<file path="config.mk">
export PLATFORM = sky130hd
export DESIGN_NAME = uart8
export DESIGN_NICKNAME = d
export VERILOG_FILES = /design/src/rtl/uart8_pkg.sv /design/src/rtl/uart8_baud_gen.sv /design/src/rtl/uart8.sv
export SDC_FILE = /design/constraint.sdc
export NUM_CORES = 1
export LEC_CHECK = 0
export ABC_AREA = 1
export CORE_MARGIN = 3
export CORE_UTILIZATION = 50
export DETAILED_ROUTE_END_ITERATION = 7
export PLACE_DENSITY = 0.71
export SYNTH_ARGS = -nofsm -noshare
export SYNTH_HDL_FRONTEND = slang
export SYNTH_SLANG_ARGS = --single-unit
</file>
<file path="constraint.sdc">
create_clock -name clk -period 2.18 [get_ports clk]
set_clock_uncertainty 0.05 [all_clocks]
set_input_delay 0.436 -clock clk [delete_from_list [all_inputs] [get_ports clk]]
set_output_delay 0.436 -clock clk [all_outputs]
set_load 0.01 [all_outputs]
</file>
<file path="src/rtl/uart8_pkg.sv">
// Shared types and divider helpers for the uart8 8N1 UART.
package uart8_pkg;

  typedef enum logic [2:0] {
    RxIdle,
    RxStart,
    RxData,
    RxStop,
    RxWaitHigh
  } rx_state_t;

  typedef enum logic [1:0] {
    TxIdle,
    TxStart,
    TxData,
    TxStop
  } tx_state_t;

  // Receiver oversamples 16x per bit.
  function automatic int unsigned rx_div(input int unsigned clock_rate,
                                         input int unsigned baud_rate);
    return clock_rate / (baud_rate * 16);
  endfunction

  function automatic int unsigned tx_div(input int unsigned clock_rate,
                                         input int unsigned baud_rate);
    return clock_rate / baud_rate;
  endfunction

endpackage

</file>
<file path="src/rtl/uart8_baud_gen.sv">
// Free-running rx (16x) and tx (1x) baud tick generators; tx divider restarts per frame.
module uart8_baud_gen #(
  parameter int unsigned RX_DIV = 78,
  parameter int unsigned TX_DIV = 1250
) (
  input  logic clk,
  input  logic rst_n,
  input  logic tx_restart,
  output logic rx_tick,
  output logic tx_tick
);

  localparam int unsigned RxW = (RX_DIV > 1) ? $clog2(RX_DIV) : 1;
  localparam int unsigned TxW = (TX_DIV > 1) ? $clog2(TX_DIV) : 1;

  logic [RxW-1:0] rx_cnt_q;
  logic [TxW-1:0] tx_cnt_q;

  assign rx_tick = (rx_cnt_q == RxW'(RX_DIV - 1));
  assign tx_tick = (tx_cnt_q == TxW'(TX_DIV - 1));

  always_ff @(posedge clk or negedge rst_n) begin
    if (!rst_n) begin
      rx_cnt_q <= '0;
      tx_cnt_q <= '0;
    end else begin
      rx_cnt_q <= rx_tick ? '0 : rx_cnt_q + 1'b1;
      // Restart aligns the first tx bit boundary with the start request.
      if (tx_restart || tx_tick) tx_cnt_q <= '0;
      else                       tx_cnt_q <= tx_cnt_q + 1'b1;
    end
  end

endmodule

</file>
<file path="src/rtl/uart8.sv">
// 8N1 UART top: synchronised 16x-oversampling receiver and a byte transmitter.
module uart8
  import uart8_pkg::*;
#(
  parameter int unsigned CLOCK_RATE = 12000000,
  parameter int unsigned BAUD_RATE  = 9600
) (
  input  logic       clk,
  input  logic       rst_n,
  input  logic       rxEn,
  input  logic       rxIn,
  output logic       rxBusy,
  output logic       rxDone,
  output logic       rxErr,
  output logic [7:0] rxOut,
  input  logic       txEn,
  input  logic       txStart,
  input  logic [7:0] txIn,
  output logic       txBusy,
  output logic       txDone,
  output logic       txOut
);

  localparam int unsigned RX_DIV = rx_div(CLOCK_RATE, BAUD_RATE);
  localparam int unsigned TX_DIV = tx_div(CLOCK_RATE, BAUD_RATE);

  logic rx_tick, tx_tick, tx_restart;

  uart8_baud_gen #(
    .RX_DIV(RX_DIV),
    .TX_DIV(TX_DIV)
  ) u_baud_gen (
    .clk       (clk),
    .rst_n     (rst_n),
    .tx_restart(tx_restart),
    .rx_tick   (rx_tick),
    .tx_tick   (tx_tick)
  );

  logic [1:0] rx_sync_q;
  logic       rx_sync;
  assign rx_sync = rx_sync_q[1];

  rx_state_t  rx_state_q, rx_state_d;
  logic [3:0] rx_s_q, rx_s_d;
  logic [2:0] rx_bit_q, rx_bit_d;
  logic [7:0] rx_shift_q, rx_shift_d;
  logic [7:0] rx_out_q, rx_out_d;
  logic       rx_done_q, rx_done_d;
  logic       rx_err_q, rx_err_d;

  always_ff @(posedge clk or negedge rst_n) begin
    if (!rst_n) begin
      rx_sync_q  <= 2'b11;
      rx_state_q <= RxIdle;
      rx_s_q     <= '0;
      rx_bit_q   <= '0;
      rx_shift_q <= '0;
      rx_out_q   <= '0;
      rx_done_q  <= 1'b0;
      rx_err_q   <= 1'b0;
    end else begin
      rx_sync_q  <= {rx_sync_q[0], rxIn};
      rx_state_q <= rx_state_d;
      rx_s_q     <= rx_s_d;
      rx_bit_q   <= rx_bit_d;
      rx_shift_q <= rx_shift_d;
      rx_out_q   <= rx_out_d;
      rx_done_q  <= rx_done_d;
      rx_err_q   <= rx_err_d;
    end
  end

  always_comb begin
    rx_state_d = rx_state_q;
    rx_s_d     = rx_s_q;
    rx_bit_d   = rx_bit_q;
    rx_shift_d = rx_shift_q;
    rx_out_d   = rx_out_q;
    rx_done_d  = 1'b0;
    rx_err_d   = rx_err_q;
    if (!rxEn) begin
      rx_state_d = RxIdle;
      rx_s_d     = '0;
      rx_bit_d   = '0;
    end else if (rx_tick) begin
      unique case (rx_state_q)
        RxIdle: begin
          if (!rx_sync) begin
            rx_state_d = RxStart;
            rx_s_d     = '0;
            rx_err_d   = 1'b0;
          end
        end
        // Mid-start recheck rejects glitches shorter than half a bit.
        RxStart: begin
          if (rx_s_q == 4'd7) begin
            rx_s_d     = '0;
            rx_bit_d   = '0;
            rx_state_d = rx_sync ? RxIdle : RxData;
          end else begin
            rx_s_d = rx_s_q + 4'd1;
          end
        end
        RxData: begin
          rx_s_d = rx_s_q + 4'd1;
          if (rx_s_q == 4'd15) begin
            rx_shift_d = {rx_sync, rx_shift_q[7:1]};
            rx_bit_d   = rx_bit_q + 3'd1;
            if (rx_bit_q == 3'd7) rx_state_d = RxStop;
          end
        end
        RxStop: begin
          rx_s_d = rx_s_q + 4'd1;
          if (rx_s_q == 4'd15) begin
            if (rx_sync) begin
              rx_out_d   = rx_shift_q;
              rx_done_d  = 1'b1;
              rx_state_d = RxIdle;
            end else begin
              rx_err_d   = 1'b1;
              rx_state_d = RxWaitHigh;
            end
          end
        end
        RxWaitHigh: begin
          if (rx_sync) rx_state_d = RxIdle;
        end
        default: rx_state_d = RxIdle;
      endcase
    end
  end

  assign rxBusy = (rx_state_q == RxStart) || (rx_state_q == RxData) || (rx_state_q == RxStop);
  assign rxDone = rx_done_q;
  assign rxErr  = rx_err_q;
  assign rxOut  = rx_out_q;

  tx_state_t  tx_state_q, tx_state_d;
  logic [2:0] tx_bit_q, tx_bit_d;
  logic [7:0] tx_byte_q, tx_byte_d;
  logic       tx_done_q, tx_done_d;

  always_ff @(posedge clk or negedge rst_n) begin
    if (!rst_n) begin
      tx_state_q <= TxIdle;
      tx_bit_q   <= '0;
      tx_byte_q  <= '0;
      tx_done_q  <= 1'b0;
    end else begin
      tx_state_q <= tx_state_d;
      tx_bit_q   <= tx_bit_d;
      tx_byte_q  <= tx_byte_d;
      tx_done_q  <= tx_done_d;
    end
  end

  always_comb begin
    tx_state_d = tx_state_q;
    tx_bit_d   = tx_bit_q;
    tx_byte_d  = tx_byte_q;
    tx_done_d  = 1'b0;
    tx_restart = 1'b0;
    if (!txEn) begin
      tx_state_d = TxIdle;
    end else begin
      unique case (tx_state_q)
        TxIdle: begin
          if (txStart) begin
            tx_byte_d  = txIn;
            tx_bit_d   = '0;
            tx_restart = 1'b1;
            tx_state_d = TxStart;
          end
        end
        TxStart: if (tx_tick) tx_state_d = TxData;
        TxData: begin
          if (tx_tick) begin
            tx_bit_d = tx_bit_q + 3'd1;
            if (tx_bit_q == 3'd7) tx_state_d = TxStop;
          end
        end
        TxStop: begin
          if (tx_tick) begin
            tx_done_d  = 1'b1;
            tx_state_d = TxIdle;
          end
        end
        default: tx_state_d = TxIdle;
      endcase
    end
  end

  always_comb begin
    txOut = 1'b1;
    if (txEn) begin
      unique case (tx_state_q)
        TxStart: txOut = 1'b0;
        TxData:  txOut = tx_byte_q[tx_bit_q];
        default: txOut = 1'b1;
      endcase
    end
  end

  assign txBusy = (tx_state_q != TxIdle);
  assign txDone = tx_done_q;

endmodule

</file>
==> results of run 1 <==
placed cells by master (no fill, tap or decap), drive strengths merged, types with 3 or more instances in the layout:
cell,synthesis,layout
a21oi,15,15
buf,4,11
clkbuf,3,13
clkdlybuf4s50,0,24
clkinv,0,3
dfrtp,60,60
ha,14,14
inv,47,47
mux2,3,3
nand2,107,107
nand3,29,29
nand4,3,3
nor2,51,51
nor3,7,7
nor3b,4,4
o21ai,27,27
power by group through the flow:
stage	Clock, mW	Combinational (mW)	Sequential, mW
2_1_floorplan	0	0.601	1.42
3_3_place_gp	0	0.840	1.44
3_5_place_dp	0	0.858	1.45
4_1_cts	0.896	0.875	1.42
5_1_grt	0.951	1.01	1.45
6_report	0.870	0.872	1.42
registers in the layout (all words and copies together), names as in the netlist, 2 cells and up:
name,count
rxOut,8
rx_bit_q,3
rx_s_q,4
rx_shift_q,8
rx_state_q,3
rx_sync_q,2
tx_bit_q,3
tx_byte_q,8
tx_state_q,2
u_baud_gen.rx_cnt_q,7
u_baud_gen.tx_cnt_q,11
critical path, stage by stage, from the launching register on:
cell                              delay [ns]
sky130_fd_sc_hd__dfrtp_2                0.46
sky130_fd_sc_hd__nor2_1                 0.27
sky130_fd_sc_hd__nor2_2                 0.09
sky130_fd_sc_hd__clkdlybuf4s50_1        0.49
through the flow:
| step | instances | power [mW] | TNS [ns] | area, um2 |
|---|---|---|---|---|
| 5_1_grt | 506 | 3.41 | -0.0146 | 3790 |
| 3_3_place_gp | 487 | 2.28 | 0 | 3600 |
| 6_report | 506 | 3.16 | 0 | 3790 |
| 4_1_cts | 505 | 3.19 | 0 | 3790 |
| 2_1_floorplan | 385 | 2.03 | 0 | 3230 |
| 3_5_place_dp | 487 | 2.30 | 0 | 3600 |
area by class of cell:
cell class | instances | area [um2]
Clock buffer | 12 | 145
Clock inverter | 4 | 22.5
Fill cell | 548 | 2310
Inverter | 47 | 179
Multi-Input combinational cell | 269 | 1450
Sequential cell | 62 | 1560
Tap cell | 75 | 93.8
Timing Repair Buffer | 37 | 347
logic make-up (layout without fill, tap and decap cells):
logic type	count (synthesis)	count (layout)
xor+xnor	2	2
fa+ha+maj	14	14
flops	62	62
simple gates	203	203
compound gates	47	47
mux	3	3
buf+inv	54	100
final timing paths:
kind	to	start
max	rxBusy	rx_state_q[1]$_DFFE_PN0P_
min	rx_s_q[3]$_DFFE_PN0P_	rst_n
max reg2reg	rx_bit_q[0]$_DFFE_PN0P_	u_baud_gen.rx_cnt_q[1]$_DFF_PN0_
min reg2reg	rx_sync_q[1]$_DFF_PN1_	rx_sync_q[0]$_DFF_PN1_
max in group asynchronous	rx_sync_q[1]$_DFF_PN1_	rst_n
min in group clk	rx_sync_q[1]$_DFF_PN1_	rx_sync_q[0]$_DFF_PN1_
routing by layer:
layer,global-route usage,vias to the layer above,part of all wire
li1,-,1308,-
met1,0.230,1175,0.49
met2,0.298,37,0.46
met3,0.0475,13,0.031
met4,0.0864,0,0.021
met5,0,-,0
what timing repair did:
item                                    4_1_cts  5_1_grt
buffers inserted                              2        1
endpoints found under the setup margin        2        2
pin swaps                                     0        0
resized for setup                             3        2
==> flow_metrics.tcl, run 1 <==
set metrics [dict create \
    flip_flop_and_latch_count_after_synthesis 62 \
    first_pass_grt_wire_length_mm 10.8 \
    routedWlPerCell_um 11.8 \
    finalWorstSetupSlack_ns 0.0449 \
    die_footprint_um2 7450 \
    yosysSeqAreaShare 0.482 \
    worstRegToRegCells 11 \
    final_hold_viol_count 0 \
    synthCells 385 \
    min_period_ns 2.14 \
    timing.critical_path.arrival_ns 1.65 \
    synth-compound-area-share 0.0942 \
    placement.io_buffers 27 \
    clockPowerShare 0.275 \
    power.internal_mw 2.11 \
    holdCritPathClass "input port to async pin" \
    rsz0062_at_grt "yes" \
    clk_pin_slew_ns 0.07 \
    maxCapViolations 0 \
    global_route.overflow_total 0 \
    pin_count 28 \
    synth_area_per_cell_um2 8.38 \
    dpl_worst_slack_ns 0.0803 \
    die_w_um 86.3 \
    num_cts_buffers 9 \
    startpoint_type "flip-flop" \
    slew-limit-headroom 0.755 \
    vias_per_cell 5.01 \
    worst_skew_pair.late_latency_ns 0.34 \
    drt_iter0_drc 101 \
    grt_antenna_before_repair 0 \
    synth_ff_type "sky130_fd_sc_hd__dfrtp_1" \
    mux_cell_area_share_after_synthesis 0.0105 \
    synth_enable_flop_cells 0 \
    netSwitchingPower_mw 1.06 \
    dr.pass1.iters 4 \
    endpoints_failing_setup 0 \
    clock_tree.root_cell "sky130_fd_sc_hd__clkbuf_8" \
    synthToLayoutAreaGrowth_pct 17.4 \
    mappedNetlistNets 413 \
    placement_rows 28 \
    layout.core_utilization 0.622 \
    sw_frac_of_total 0.334 \
    post_route_worst_hold_slack_ns 0.0412 \
    synth_top_area_frac 0.465 \
    vias_in_the_first_global_route 2503 \
    post-route-period-util 0.979 \
    combPwrFrac 0.275 \
    yosys.area_share.xor_xnor 0.00543 \
    worstSetupPathType "flip-flop to output port" \
    combinational_family_with_the_most_area_after_synthesis "simple AND/OR/NAND/NOR gates" \
    gp_routability_congestion 0.832 \
    worst-slew-pin-transition_ns 0.366 \
    power_density_nw_per_um2 835 \
    clock.fmax_mhz 468 \
    synth-adder-area-share 0.0543 \
    share_seq_of_total_power 0.450 \
    drive_above_1_share 0.153 \
    drcViolationCount 0 \
    vdd.ir_drop.worst_mv 0.523 \
    cts-htree-levels 3 \
    synth.top_cells.by_area "sky130_fd_sc_hd__dfrtp_1 47%, sky130_fd_sc_hd__nand2_1 12%, sky130_fd_sc_hd__ha_1 5.4%" \
    critical_path.endpoint_type "output port" \
    grtUsageTotal 0.184 \
    synth-warning-count 0 \
    synth_cell_type_count 34 \
    synth_area_um2 3230 \
    cp_data_required_time_ns 1.69 \
    tritoncts_clock_tree "yes" \
    initial_utilization 0.529 \
    final_max_slew_viol_count 0 \
    synth-simple-area-share 0.284 \
    synth_most_common_cell "sky130_fd_sc_hd__nand2_1" \
    final_net_count 454 \
    drt_wl_total_mm 5.98 \
    vias 2533 \
    coreArea_um2 6100 \
    run_status "completed" \
    async_flop_share 1.00 \
    ctsHoldBuffers 0 \
    post-dp-hpwl_mm 4.24 \
    power.leakage_nw 1.83 \
    grt_start_max_net_pins 63 \
    die_height_um 86.3 \
    antenna-diode-count 0 \
    clock_sinks 62 \
    cell_type_with_the_highest_aggregate_area_in_the_netlist "sky130_fd_sc_hd__dfrtp_1" \
    regToRegSetupSlack_ns 0.52 \
    worst-path-max-fanout 6 \
    cts-root-to-sink-buffers 2 \
    antenna_violating_nets_post_route 0 \
    synth.cells.most_frequent "103 x sky130_fd_sc_hd__nand2_1, 60 x sky130_fd_sc_hd__dfrtp_1, 44 x sky130_fd_sc_hd__nor2_1" \
]
Note: power is estimated with default switching activity, not from simulation.
==> inputs of run 2 (changes only) <==
--- a/config.mk
+++ b/config.mk
@@ -10,6 +10,7 @@
 export CORE_UTILIZATION = 50
 export DETAILED_ROUTE_END_ITERATION = 7
 export PLACE_DENSITY = 0.71
+export REMOVE_ABC_BUFFERS = 1
 export SYNTH_ARGS = -nofsm -noshare
 export SYNTH_HDL_FRONTEND = slang
 export SYNTH_SLANG_ARGS = --single-unit
==> run 2 against run 1 <==
  * Sequential power hardly changed
  * Critical path depth stayed put
  * Global-route usage is 1.1 points lower
  * Design area is 0.83% higher
  * Critical path type unchanged
  * Hold slack worse by 0.0027 ns
==> flow_metrics.tcl, run 2 (synthesis results as in run 1) <==
set metrics [dict create \
    run_status "completed" \
    mostFrequentLayoutCell "sky130_fd_sc_hd__nand2_1" \
    reg2reg_from "u_baud_gen.rx_cnt_q[1]$_DFF_PN0_" \
    die_w_um 86.3 \
    critical_path_buf_inv_count 1 \
    cts-htree-levels 3 \
    coreArea_um2 6100 \
    drcViolationCount 0 \
    final_cell_mix "103 x sky130_fd_sc_hd__nand2_1, 58 x sky130_fd_sc_hd__dfrtp_1, 43 x sky130_fd_sc_hd__nor2_1" \
    antenna_violating_nets_post_route 0 \
    multi_input_area_um2 1450 \
    clock.fmax_mhz 481 \
    grt_start_max_net_pins 29 \
    global_route.overflow_total 0 \
    pin_count 28 \
    critical_path.endpoint_type "output port" \
    post-dp-hpwl_mm 4.27 \
    final_net_count 456 \
    crit_top_cell "sky130_fd_sc_hd__nor2_2" \
    first_pass_grt_wire_length_mm 10.1 \
    synthToLayoutAreaGrowth_pct 18.4 \
    worstRegToRegCells 9 \
    routedWlPerCell_um 11.3 \
    critical-path-slowest-cell "sky130_fd_sc_hd__clkdlybuf4s50_1" \
    slew-limit-headroom 0.629 \
    dr.pass1.iters 4 \
    timing.rr.end "rx_s_q[0]$_DFFE_PN0P_" \
    clock_tree.root_cell "sky130_fd_sc_hd__clkbuf_8" \
    post-route-period-util 0.954 \
    grtUsageTotal 0.173 \
    drt_wl_total_mm 5.73 \
    endpoints_failing_setup 0 \
    worst-path-max-fanout 6 \
    finalWorstSetupSlack_ns 0.100 \
    holdCritPathClass "input port to async pin" \
    vias 2504 \
    worst-slew-pin-transition_ns 0.557 \
    clock_sinks 62 \
    final_hold_viol_count 0 \
    rsz0062_at_grt "no" \
    vdd.ir_drop.worst_mv 0.454 \
    vias_in_the_first_global_route 2422 \
    cts-root-to-sink-buffers 2 \
    worstPathCellList "nor2_2 > nor2_2 > clkdlybuf4s50_1" \
    power_density_nw_per_um2 839 \
    startpoint_type "flip-flop" \
    drive_above_1_share 0.160 \
    power.leakage_nw 1.85 \
    cp_top_family "buffers and inverters" \
    flip_flop_count_of_the_largest_register_after_layout 11 \
    gp_routability_congestion 0.887 \
    dpl_cell_area_um2 3610 \
    timing.critical_path.arrival_ns 1.59 \
    finalPower_mw 3.21 \
    die_height_um 86.3 \
    placement.io_buffers 27 \
    antenna-diode-count 0 \
    regMostFlops "u_baud_gen.tx_cnt_q" \
    drt_iter0_drc 99 \
    placement_rows 28 \
    num_cts_buffers 9 \
    worstSetupPathType "flip-flop to output port" \
    fillerInstances 510 \
    maxCapViolations 0 \
    worst_skew_pair.late_latency_ns 0.33 \
    final_max_slew_viol_count 0 \
    clk_pin_slew_ns 0.06 \
    vias_per_cell 4.95 \
    area_taken_by_flip_flops_and_latches_um2 1560 \
    grt_antenna_before_repair 0 \
    tritoncts_clock_tree "yes" \
    min_period_ns 2.08 \
    tns_ns 0 \
    initial_utilization 0.529 \
    cp_data_required_time_ns 1.69 \
    die_footprint_um2 7450 \
    dpl_worst_slack_ns 0.0950 \
    finalInstanceArea_um2 3820 \
    regToRegSetupSlack_ns 0.50 \
    cpPeakStageDelay_ns 0.57 \
]
run 2: worst max-delay path by stage:
stage / from / to / slack [ns] / cells past startpoint
after floorplan: tx_bit_q[0]$_DFFE_PN0P_ / txOut / 0.60 / 5
after global placement: txEn / txOut / 0.11 / 5
after detailed placement: txEn / txOut / 0.09 / 5
after CTS: tx_bit_q[0]$_DFFE_PN0P_ / txOut / 0.008 / 6
after global routing: rx_state_q[1]$_DFFE_PN0P_ / rxBusy / 0.03 / 3
final: rx_state_q[1]$_DFFE_PN0P_ / rxBusy / 0.10 / 3
run 2: layout make-up:
cell class	instances	share of cell area
clock buffers	13	0.0442
clock inverters	1	0.00131
multi-input cells	269	0.380
inverters	47	0.0468
well taps	75	0.0246
repair buffers	39	0.0956
flip-flops and latches	62	0.407
run 2: where the power goes:
| part | internal (mW) | leakage (nW) | switching (mW) |
|---|---|---|---|
| combinational | 0.377 | 0.949 | 0.501 |
| sequential | 1.31 | 0.809 | 0.115 |
| clock | 0.492 | 0.0914 | 0.406 |
| total | 2.18 | 1.85 | 1.02 |
run 2: timing repair:
item	in CTS	in global routing
pin swaps	0	2
gates resized for setup	5	4
hold endpoints to repair	0	0
hold buffers	0	0
endpoints found under the setup margin	2	3
buffers inserted	2	2
run 2: per-layer routing:
layer	vias up	track usage	routed length, um
li1	1307	-	-
met1	1160	0.213	2710
met2	30	0.289	2730
met3	7	0.0513	215
met4	0	0.0595	78
met5	-	0	0
run 2: through the flow:
stage	utilization	hold slack [ns]	cells
3_3_place_gp	0.593	0.301	488
3_5_place_dp	0.593	0.301	488
5_1_grt	0.627	0.0585	506
2_1_floorplan	-	0.0904	378
6_report	0.627	0.0385	506
4_1_cts	0.624	0.0440	504
==> inputs of run 3 (changes only) <==
--- a/config.mk
+++ b/config.mk
@@ -6,11 +6,14 @@
 export NUM_CORES = 1
 export LEC_CHECK = 0
 export ABC_AREA = 1
+export CORE_ASPECT_RATIO = 0.9
 export CORE_MARGIN = 3
 export CORE_UTILIZATION = 50
 export DETAILED_ROUTE_END_ITERATION = 7
+export HOLD_SLACK_MARGIN = 0.05
 export PLACE_DENSITY = 0.71
 export REMOVE_ABC_BUFFERS = 1
+export SLEW_MARGIN = 20
 export SYNTH_ARGS = -nofsm -noshare
 export SYNTH_HDL_FRONTEND = slang
 export SYNTH_SLANG_ARGS = --single-unit
==> run 3 against run 2 <==
  * First-iteration DRC count grew 16%
  * Sequential cell count unchanged
  * Worst setup slack better by 0.035 ns
  * Cell count increased by 3.0%
  * Critical path depth stayed put
  * Routed wire length is 3.9% higher
  * Critical path type unchanged
  * Largest power group unchanged
==> flow_metrics.tcl, run 3 (synthesis results as in run 1) <==
set metrics [dict create \
    run_status "completed" \
    min_period_ns 2.04 \
    grt_start_max_net_pins 31 \
    critical_path.endpoint_type "output port" \
    die_w_um 90.7 \
    worstPathCellList "nor2_2 > nor2_2 > clkdlybuf4s50_1" \
    area_taken_by_flip_flops_and_latches_um2 1560 \
    reg2reg_from "tx_bit_q[0]$_DFFE_PN0P_" \
    post-dp-hpwl_mm 4.25 \
    slew-limit-headroom 0.752 \
    rsz0062_at_grt "no" \
    numPlacedInstances 500 \
    cpPeakStageDelay_ns 0.56 \
    power.leakage_nw 1.88 \
    post_layout_nonfiller_instances 521 \
    worst_skew_pair.late_latency_ns 0.33 \
    worst-slew-pin-transition_ns 0.372 \
    clock.fmax_mhz 489 \
    clock_sinks 62 \
    drt_iter0_drc 115 \
    die_footprint_um2 7450 \
    power_density_nw_per_um2 887 \
    min_from "rx_sync_q[0]$_DFF_PN1_" \
    num_cts_buffers 9 \
    critical-path-slowest-cell "sky130_fd_sc_hd__clkdlybuf4s50_1" \
    drive_above_1_share 0.166 \
    crit_top_cell "sky130_fd_sc_hd__nor2_2" \
    routedWlPerCell_um 11.4 \
    vias_in_the_first_global_route 2515 \
    vias 2540 \
    initial_utilization 0.522 \
    fillerInstances 537 \
    dpl_cell_area_um2 3630 \
    post_route_worst_hold_slack_ns 0.307 \
    gp_routability_congestion 0.849 \
    pin_count 28 \
    die_height_um 82.2 \
    cts-htree-levels 3 \
    timing.critical_path.arrival_ns 1.56 \
    cts-root-to-sink-buffers 2 \
    layout.core_utilization 0.631 \
    clock_tree.root_cell "sky130_fd_sc_hd__clkbuf_8" \
    clk_pin_slew_ns 0.07 \
    drcViolationCount 0 \
    flip_flop_count_of_the_largest_register_after_layout 11 \
    global_route.overflow_total 0 \
    synthToLayoutAreaGrowth_pct 21.0 \
    whs_path_depth 0 \
    regToRegSetupSlack_ns 0.51 \
    final_hold_viol_count 0 \
    timing.rr.end "tx_state_q[1]$_DFFE_PN0P_" \
    endpoints_failing_setup 0 \
    worst-path-max-fanout 6 \
    antenna_violating_nets_post_route 0 \
    final_net_count 457 \
    startpoint_type "flip-flop" \
    grtUsageTotal 0.181 \
    finalInstanceArea_um2 3900 \
    mostFrequentLayoutCell "sky130_fd_sc_hd__nand2_1" \
    vdd.ir_drop.worst_mv 0.450 \
    worst_hold_path.endpoint "rx_sync_q[1]$_DFF_PN1_" \
    placement_rows 27 \
    cp_data_required_time_ns 1.69 \
    final_max_slew_viol_count 0 \
    coreArea_um2 6180 \
    tritoncts_clock_tree "yes" \
    placement.io_buffers 27 \
    worstSetupPathType "flip-flop to output port" \
    antenna-diode-count 0 \
    final_cell_mix "103 x sky130_fd_sc_hd__nand2_1, 59 x sky130_fd_sc_hd__dfrtp_1, 43 x sky130_fd_sc_hd__nor2_1" \
    post-route-period-util 0.938 \
    multi_input_area_um2 1450 \
    first_pass_grt_wire_length_mm 10.9 \
    grt_antenna_before_repair 0 \
    worstRegToRegCells 10 \
    holdCritPathClass "flip-flop to flip-flop" \
    maxCapViolations 0 \
    regMostFlops "u_baud_gen.tx_cnt_q" \
    tns_ns 0 \
    dr.pass1.iters 5 \
    drt_wl_total_mm 5.96 \
    vias_per_cell 4.88 \
]
## run 3: power by group
part,internal [mW],leakage [nW],switching [mW],total [mW]
Combinational,0.372,0.953,0.508,0.880
Sequential,1.31,0.810,0.120,1.43
Clock,0.706,0.116,0.444,1.15
Total,2.39,1.88,1.07,3.46
## run 3: per-layer routing
metal	global-route usage	up-vias	routed length, um
met5	0	-	0
met4	0.0535	0	29
met3	0.0553	4	215
met2	0.332	34	3000
met1	0.208	1190	2720
li1	-	1312	-
## run 3: repair_timing
item                                    in CTS  in global routing
hold buffers                                 1                  0
endpoints found under the hold margin       13                  0
resized for setup                            2                  5
pin swaps                                    0                  1
endpoints found under the setup margin       2                  3
buffers inserted                             4                  0
## run 3: metrics by stage
step / setup WS, ns / total power, mW
2_1_floorplan: 0.599 / 2.02
4_1_cts: 0.00376 / 3.50
5_1_grt: 0.0195 / 3.72
3_5_place_dp: 0.0818 / 2.29
6_report: 0.136 / 3.46
3_3_place_gp: 0.101 / 2.27
## run 3: final cells by class
cell class | count | share of cell area
Sequential cell | 62 | 0.398
Multi-Input combinational cell | 269 | 0.372
Timing Repair Buffer | 40 | 0.0962
Inverter | 47 | 0.0458
Clock buffer | 11 | 0.0388
Tap cell | 87 | 0.0279
Clock inverter | 5 | 0.0208
## run 3: worst max path at each step
stage,start,to,slack [ns],cells after the start
2_1_floorplan,tx_bit_q[0]$_DFFE_PN0P_,txOut,0.60,5
3_3_place_gp,txEn,txOut,0.10,5
3_5_place_dp,txEn,txOut,0.08,5
4_1_cts,tx_bit_q[0]$_DFFE_PN0P_,txOut,0.004,6
5_1_grt,tx_bit_q[0]$_DFFE_PN0P_,txOut,0.02,6
6_report,rx_state_q[1]$_DFFE_PN0P_,rxBusy,0.14,3
## run 3: critical path: cells and delay by family, from the launching register on
kind / cells / cell delay (ns)
simple gates: 2 / 0.21
buf+inv: 1 / 0.56
flops: 1 / 0.45
